<file path="config.mk">
export PLATFORM = sky130hd
export DESIGN_NAME = des_sbox_sched
export DESIGN_NICKNAME = d
export VERILOG_FILES = /design/src/rtl/des_sbox_sched.sv
export SDC_FILE = /design/constraint.sdc
export NUM_CORES = 1
export LEC_CHECK = 0
export ABC_AREA = 0
export ABC_CLOCK_PERIOD_IN_PS = 3960
export BUFFER_PORTS_ARGS = -buffer_cell sky130_fd_sc_hd__buf_2
export CORE_MARGIN = 1
export CORE_UTILIZATION = 56
export DETAILED_ROUTE_END_ITERATION = 6
export PLACE_DENSITY = 0.83
export REMOVE_ABC_BUFFERS = 1
export SLEW_MARGIN = 20
export SYNTH_ARGS = -nofsm -noshare
export SYNTH_HDL_FRONTEND = slang
export SYNTH_SLANG_ARGS = --single-unit
</file>
<file path="constraint.sdc">
create_clock -name clk -period 3.96 [get_ports clk]
set_input_delay 0 -clock clk [delete_from_list [all_inputs] [get_ports clk]]
set_output_delay 0 -clock clk [all_outputs]
set_load 0.1 [all_outputs]
</file>
<file path="src/rtl/des_sbox_sched.sv">
// DES substitution sequencer: feeds the eight 6-bit S-box lookups of a 48-bit block
// through one shared table port and gathers the 32-bit result.
module des_sbox_sched #(
    parameter int LKUP_LAT = 1
) (
    input  logic        clk,
    input  logic        rst_n,
    input  logic        clr,
    input  logic        in_valid,
    output logic        in_ready,
    input  logic [47:0] din,
    output logic        sbox_en,
    output logic [2:0]  sbox_sel,
    output logic [5:0]  sbox_addr,
    input  logic [3:0]  sbox_dout,
    output logic        out_valid,
    input  logic        out_ready,
    output logic [31:0] dout
);

    // state | meaning
    // IDLE  | waiting for a block, in_ready high
    // ISSUE | one lookup per clock, k = 0..7
    // DRAIN | last registered lookup returning
    // DONE  | result presented until out_ready
    typedef enum logic [1:0] {IDLE, ISSUE, DRAIN, DONE} state_t;

    state_t      state_q, state_d;
    logic [2:0]  k_q, k_d;
    logic [47:0] din_q;
    logic [2:0]  sel_q;
    logic [5:0]  addr_q;
    logic [31:0] dout_q;
    logic        cap_vld_q;
    logic [2:0]  cap_sel_q;
    logic        accept;
    logic        cap_en;
    logic [2:0]  cap_sel;
    logic [5:0]  issue_addr;

    // DES bit 1 is the vector MSB, so S-box k+1 reads the k-th 6-bit field from the top.
    assign issue_addr = din_q[47 - 6*int'(k_q) -: 6];
    assign accept     = in_valid & in_ready & ~clr;

    always_comb begin
        state_d   = state_q;
        k_d       = k_q;
        in_ready  = 1'b0;
        sbox_en   = 1'b0;
        out_valid = 1'b0;
        case (state_q)
            IDLE: begin
                in_ready = 1'b1;
                if (in_valid) begin
                    state_d = ISSUE;
                    k_d     = 3'd0;
                end
            end
            ISSUE: begin
                sbox_en = 1'b1;
                k_d     = k_q + 3'd1;
                if (k_q == 3'd7) state_d = (LKUP_LAT == 0) ? DONE : DRAIN;
            end
            DRAIN: state_d = DONE;
            DONE: begin
                out_valid = 1'b1;
                if (out_ready) state_d = IDLE;
            end
            default: state_d = IDLE;
        endcase
        if (clr) begin
            state_d = IDLE;
            k_d     = 3'd0;
        end
    end

    // Outside ISSUE the lookup port keeps showing the last issued select/address.
    assign sbox_sel  = sbox_en ? k_q        : sel_q;
    assign sbox_addr = sbox_en ? issue_addr : addr_q;
    assign dout      = dout_q;

    // Capture follows the delayed select, never the live counter.
    assign cap_en  = (LKUP_LAT == 0) ? sbox_en : cap_vld_q;
    assign cap_sel = (LKUP_LAT == 0) ? k_q     : cap_sel_q;

    always_ff @(posedge clk or negedge rst_n) begin
        if (!rst_n) begin
            state_q   <= IDLE;
            k_q       <= 3'd0;
            din_q     <= '0;
            sel_q     <= 3'd0;
            addr_q    <= 6'd0;
            dout_q    <= '0;
            cap_vld_q <= 1'b0;
            cap_sel_q <= 3'd0;
        end else begin
            state_q   <= state_d;
            k_q       <= k_d;
            cap_vld_q <= sbox_en & ~clr;
            cap_sel_q <= k_q;
            if (accept) din_q <= din;
            if (sbox_en) begin
                sel_q  <= k_q;
                addr_q <= issue_addr;
            end
            if (clr || accept) begin
                dout_q <= '0;
            end else if (cap_en) begin
                dout_q[31 - 4*int'(cap_sel) -: 4] <= sbox_dout;
            end
        end
    end

endmodule

</file>
==> results of run 1 <==
-- routing by layer --
layer,global-route usage [%],vias up,wire length (µm)
met5,0,-,0
met4,8.840,0,246
met3,3.688,26,607
met2,45.83,175,6275
met1,36.74,2039,5336
li1,-,1915,-
-- state kept, by name, indices dropped and copies added (netlist names) --
| name | flops |
|---|---|
| din_q | 48 |
| cap_en | 1 |
| cap_sel | 3 |
| addr_q | 6 |
| dout | 32 |
| k_q | 3 |
| sel_q | 3 |
| state_q | 2 |
-- layout make-up --
cell class / instances / area, µm²
Clock buffer: 9 / 123.9
Clock inverter: 7 / 82.58
Fill cell: 584 / 2276
Inverter: 11 / 41.29
Multi-Input combinational cell: 307 / 2589
Sequential cell: 98 / 2455
Tap cell: 108 / 135.1
Timing Repair Buffer: 161 / 1189
-- cell families after synthesis --
logic type      count (synthesis)  share of synthesized area (%)
mux                           133                          28.41
simple gates                  104                          9.733
flops                          98                          46.76
compound gates                 58                          7.896
buf+inv                        46                          4.198
fa+ha+maj                      10                          2.529
xor+xnor                        2                         0.4772
-- worst max-delay path: cells and delay by family, from the launching register on --
family	cells	cell delay [ns]
compound gates	2	0.35
xor+xnor	1	0.25
fa+ha+maj	3	0.99
buf+inv	3	0.32
flops	1	0.51
simple gates	3	0.92
-- cell usage after synthesis (all sizes together), types with 5 or more instances --
library cell | instances | share of area [%]
a21oi | 7 | 0.67
a22oi | 7 | 1.0
a31oi | 7 | 0.83
buf | 21 | 2.4
clkbuf | 14 | 1.0
dfrtp | 98 | 47
ha | 9 | 2.1
inv | 11 | 0.79
mux2 | 57 | 12
mux2i | 69 | 13
mux4 | 7 | 3.0
nand2 | 14 | 1.0
nand2b | 6 | 0.72
nand4 | 5 | 0.60
nor2 | 48 | 3.5
nor3 | 9 | 0.95
o21ai | 8 | 0.76
o221ai | 5 | 0.83
-- worst max-delay path by stage --
stage	from	endpoint	slack, ns	cells past startpoint
after floorplan	k_q[0]	addr_q[0]	-2.42	10
after global placement	k_q[1]	sbox_addr[0]	0.52	11
after detailed placement	k_q[1]	sbox_addr[0]	0.43	11
after CTS	k_q[1]	sbox_addr[5]	0.01	12
after global routing	k_q[1]	sbox_addr[4]	0.07	12
final	k_q[1]	sbox_addr[5]	0.24	12
-- power by group --
group          internal (mW)  switching, mW
Sequential              1.32          0.270
Clock                  0.302          0.374
Combinational           1.08           1.55
-- placed cells by master (no fill, tap or decap), types with 3 or more instances in the layout --
master          n
a32oi_1         3
nand2b_1        6
mux4_2          7
nand4_1         5
a21oi_1         7
nand3_1         4
ha_1            9
o21ai_0         8
nor2b_1         4
nor2_1         47
nand4b_1        3
a31oi_1         7
mux2i_1        69
clkbuf_8        9
buf_2          93
o221ai_1        5
a221oi_1        4
dfrtp_1        96
a22oi_1         7
buf_4          11
dlygate4sd3_1  50
inv_1          10
o22ai_1         4
nor3_1          8
nand2_1        14
mux2_2         57
buf_12          7
-- what timing repair did --
action	4_1_cts	5_1_grt
hold buffers	50	0
buffers inserted	0	3
endpoints found under the setup margin	1	6
resized for setup	1	2
endpoints found under the hold margin	112	0
-- through the flow --
step | setup slack [ns] | instances | hold slack, ns | TNS (ns) | total power, mW
after global routing | 0.06506 | 701 | 0.02099 | 0 | 5.175
after floorplan | -2.415 | 416 | -0.2956 | -16.62 | 3.428
after CTS | 0.01092 | 698 | 0.008845 | 0 | 4.890
after detailed placement | 0.4264 | 632 | 0.1041 | 0 | 4.166
after global placement | 0.5205 | 632 | 0.09550 | 0 | 4.114
final | 0.2432 | 701 | 0.01424 | 0 | 4.899
==> impl_metrics.env, run 1 <==
export IMPL_ys_seq_elements=98
export IMPL_worst_setup_path_start_kind="flip-flop"
export IMPL_htree_levels=3
export IMPL_setup_viol=0
export IMPL_ys_types=48
export IMPL_dieArea_um2=9757
export IMPL_cts_made_buffers=9
export IMPL_gr_total_overflow=0
export IMPL_dp_hpwl_mm=8.400
export IMPL_vias_per_cell=5.927
export IMPL_reg2reg_slack_ns=0.71
export IMPL_vias=4155
export IMPL_ys_flop_type="dfrtp_1"
export IMPL_syn2layout_area_growth_pct=26.12
export IMPL_setup_worst_path_end_class="output port"
export IMPL_synth_avg_cell_area_um2=11.63
export IMPL_gp_congestion=0.9037
export IMPL_num_io_pins=101
export IMPL_place_area_um2=5868
export IMPL_cts_root_buffer="clkbuf_8"
export IMPL_antennaDiodeCount=0
export IMPL_drt_wl_total_mm=12.47
export IMPL_netlist_instances=451
export IMPL_timing_rr_start="k_q[1]"
export IMPL_path_max_fanout=9
export IMPL_status="finished clean"
export IMPL_power_density_nw_per_um2=740.7
export IMPL_slew_headroom_pct=37.48
export IMPL_finalInstanceArea_um2=6615
export IMPL_max_cap_violations=0
export IMPL_min_from="sbox_dout[2]"
export IMPL_fmax_mhz=269.1
export IMPL_grt_max_degree=60
export IMPL_rsz0062_at_grt="no"
export IMPL_critPathKind="reg2out"
export IMPL_clk_path_buf_depth=2
export IMPL_cpMaxStageDelayCell="dfrtp_1"
export IMPL_drcViolationCount=0
export IMPL_tightest_slew_ns=0.9378
export IMPL_cpPeakStageDelay_ns=0.51
export IMPL_ys_async_sr_fraction_pct=100.0
export IMPL_numPortBuffers=100
export IMPL_ys_seq_area_share_pct=46.76
export IMPL_die_width_um=98.78
export IMPL_peakVddDrop_mv=0.7333
export IMPL_std_cell_rows=34
export IMPL_die_h_um=98.78
export IMPL_grt_antenna_before_repair=0
export IMPL_critical_path_required_ns=3.96
export IMPL_path_cells="ha_1 > inv_1 > fa_1 > xor2_4 > inv_2 > ha_1 > or2_2 > or3_1 > a31oi_1 > o21ai_0 > nand2_1 > buf_12"
export IMPL_r2r_cells=11
export IMPL_synth_edf_count=0
export IMPL_clk_pin_slew_worst_paths_ns=0.10
export IMPL_cts_tree="built"
export IMPL_worstPathArrival_ns=3.72
export IMPL_grt_pass1_wl_mm=20.91
export IMPL_hold_violations=0
export IMPL_power_leakage_nw=3.075
export IMPL_cts_sinks=98
export IMPL_coreArea_um2=8891
export IMPL_slew_viol_final=0
export IMPL_layout_nets=655
export IMPL_min_path_type="in2reg"
export IMPL_utilization_pct=74.40
export IMPL_synth_area_um2=5245
export IMPL_clk_latency_ns=0.37
export IMPL_timing_rr_end="addr_q[3]"
export IMPL_wl_per_cell_um=17.78
export IMPL_cp_common_cell="ha_1"
export IMPL_ant_nets=0
export IMPL_ys_warnings_count=0
export IMPL_drt_iter0_drc=270
export IMPL_min_to="dout[30]"
export IMPL_skew_ns=0.01539
export IMPL_drive_gt1_share_pct=34.23
export IMPL_min_period_over_period_pct=93.86
export IMPL_initial_core_util_pct=58.99
export IMPL_grt_pass1_vias=4122
export IMPL_grt_total_usage_pct=27.24
export IMPL_period_needed_ns=3.717
export IMPL_first_pass_iters=5
export IMPL_min_delay_path_depth=3
No activity file was read; power rests on OpenSTA's default activity.
==> run 2: changes to the inputs <==
--- a/config.mk
+++ b/config.mk
@@ -11,7 +11,7 @@
 export CORE_MARGIN = 1
 export CORE_UTILIZATION = 56
 export DETAILED_ROUTE_END_ITERATION = 6
-export PLACE_DENSITY = 0.83
+export PLACE_DENSITY = 0.81
 export REMOVE_ABC_BUFFERS = 1
 export SLEW_MARGIN = 20
 export SYNTH_ARGS = -nofsm -noshare
==> run 2 against run 1 <==
  * Core utilization barely moved
  * Final area barely moved
  * Combinational power barely moved
  * Wire length fell by 1.1%
  * Non-clock buffer count did not move
  * Total power fell by 0.24%
  * Hold slack improved by 0.0034 ns
  * Setup slack improved by 0.11 ns
  * Register-to-register slack improved by 0.13 ns
  * Die area did not move
  * Highest routed layer unchanged
  * Final cell count did not move
  * Clock power rose by 2%
  * Largest cell class unchanged
==> impl_metrics.env, run 2 (synthesis gave the netlist of run 1 again) <==
export IMPL_status="finished clean"
export IMPL_dp_hpwl_mm=8.189
export IMPL_grt_pass1_vias=4281
export IMPL_gr_total_overflow=0
export IMPL_drive_gt1_share_pct=33.90
export IMPL_antennaDiodeCount=0
export IMPL_coreArea_um2=8891
export IMPL_fmax_mhz=277.3
export IMPL_gp_congestion=0.9019
export IMPL_min_period_over_period_pct=91.06
export IMPL_max_cap_violations=0
export IMPL_period_needed_ns=3.606
export IMPL_peakVddDrop_mv=0.6984
export IMPL_setup_tns_ns=0
export IMPL_worst_slack_ns=0.3541
export IMPL_rsz0062_at_grt="no"
export IMPL_htree_levels=3
export IMPL_cts_made_buffers=9
export IMPL_first_pass_iters=5
export IMPL_clk_path_buf_depth=2
export IMPL_drt_iter0_drc=226
export IMPL_worst_setup_path_start_kind="flip-flop"
export IMPL_slew_headroom_pct=34.90
export IMPL_syn2layout_area_growth_pct=26.10
export IMPL_worstPathArrival_ns=3.61
export IMPL_vias_per_cell=5.949
export IMPL_die_h_um=98.78
export IMPL_numPortBuffers=100
export IMPL_clk_latency_ns=0.37
export IMPL_grt_max_degree=63
export IMPL_vias=4170
export IMPL_ant_nets=0
export IMPL_largest_register_ffs=48
export IMPL_layout_nets=655
export IMPL_setup_viol=0
export IMPL_die_width_um=98.78
export IMPL_power_density_nw_per_um2=739.0
export IMPL_power_leakage_nw=3.079
export IMPL_slew_viol_final=0
export IMPL_clk_pin_slew_worst_paths_ns=0.10
export IMPL_dieArea_um2=9757
export IMPL_path_max_fanout=9
export IMPL_num_io_pins=101
export IMPL_critical_path_required_ns=3.96
export IMPL_wl_per_cell_um=17.58
export IMPL_cts_sinks=98
export IMPL_drt_wl_total_mm=12.33
export IMPL_fillers=588
export IMPL_std_cell_rows=34
export IMPL_top_register="din_q"
export IMPL_cts_root_buffer="clkbuf_8"
export IMPL_initial_core_util_pct=58.99
export IMPL_tightest_slew_ns=0.9765
export IMPL_final_common_cell="dfrtp_1"
export IMPL_finalPower_mw=4.888
export IMPL_grt_pass1_wl_mm=20.82
export IMPL_setup_worst_path_end_class="output port"
export IMPL_grt_total_usage_pct=26.93
export IMPL_hold_violations=0
export IMPL_drcViolationCount=0
export IMPL_min_path_type="in2reg"
export IMPL_dpl_worst_slack_ns=0.3994
export IMPL_critPathKind="reg2out"
export IMPL_final_cell_mix="dfrtp_1, buf_2, mux2i_1"
export IMPL_cts_tree="built"
export IMPL_skew_ns=0.01094
export IMPL_grt_antenna_before_repair=0
export IMPL_reg2reg_slack_ns=0.84
==> run 2: cell count changes in the layout (fill, tap and decap cells not counted) <==
cell / before / now
dlygate4sd3_1: 50 / 52
inv_6: 2 / 3
dfrtp_2: 2 / 1
o221ai_2: 0 / 1
buf_12: 7 / 6
buf_4: 11 / 10
dfrtp_1: 96 / 97
clkinvlp_4: 2 / 1
o221ai_1: 5 / 4
==> run 2: layout make-up <==
| class | instances | area (µm²) | share of cell area, % |
|---|---|---|---|
| Clock inverter | 7 | 83.83 | 1.267 |
| Timing Repair Buffer | 161 | 1181 | 17.86 |
| Clock buffer | 9 | 123.9 | 1.873 |
| Tap cell | 108 | 135.1 | 2.043 |
| Inverter | 11 | 41.29 | 0.6243 |
| Sequential cell | 98 | 2454 | 37.10 |
| Multi-Input combinational cell | 307 | 2595 | 39.24 |
==> run 2: path summary, 6_finish.rpt <==
kind,start,to,depth (start not counted)
min,sbox_dout[3],dout[31],3
max in group asynchronous,rst_n,dout[27],3
max reg2reg,k_q[1],addr_q[5],11
min in group asynchronous,rst_n,dout[21],2
max,k_q[1],sbox_addr[5],12
min reg2reg,sel_q[0],sel_q[0],1
==> run 2: layer usage <==
layer | GRT usage (%) | vias up | wire (µm)
met5 | 0 | - | 0
met4 | 8.381 | 0 | 196
met3 | 5.177 | 27 | 594
met2 | 46.42 | 155 | 6263
met1 | 34.44 | 2081 | 5270
li1 | - | 1907 | -
==> run 2: through the flow <==
step | instances | area, µm² | util, % | hold slack (ns)
floorplan | 416 | 5066 | - | -0.2956
global placement | 632 | 5856 | 65.86 | 0.1194
detailed placement | 632 | 5856 | 65.86 | 0.1222
CTS | 700 | 6589 | 74.11 | 0.01060
global route | 701 | 6614 | 74.39 | 0.004060
finish | 701 | 6614 | 74.39 | 0.01760
==> run 2: power breakdown <==
| part | switching [mW] | internal [mW] |
|---|---|---|
| clock | 0.387 | 0.305 |
| combinational | 1.54 | 1.07 |
| sequential | 0.266 | 1.32 |
| total | 2.19 | 2.70 |
==> run 2: worst max-delay path, stage by stage (launching register included) <==
cell and delay [ns]:
dfrtp_1 0.50, ha_1 0.24, inv_1 0.06, fa_1 0.44
xor2_4 0.18, inv_2 0.05, ha_1 0.30, or2_2 0.40
or3_1 0.37, a31oi_1 0.22, o21ai_0 0.12, nand2_1 0.15
buf_12 0.19
==> run 2: what timing repair did <==
item                       4_1_cts  5_1_grt
buffers inserted                 0        1
setup endpoints to repair        1        6
pin swaps                        0        0
hold endpoints to repair       118        0
hold buffers                    52        0
resized for setup                1        2
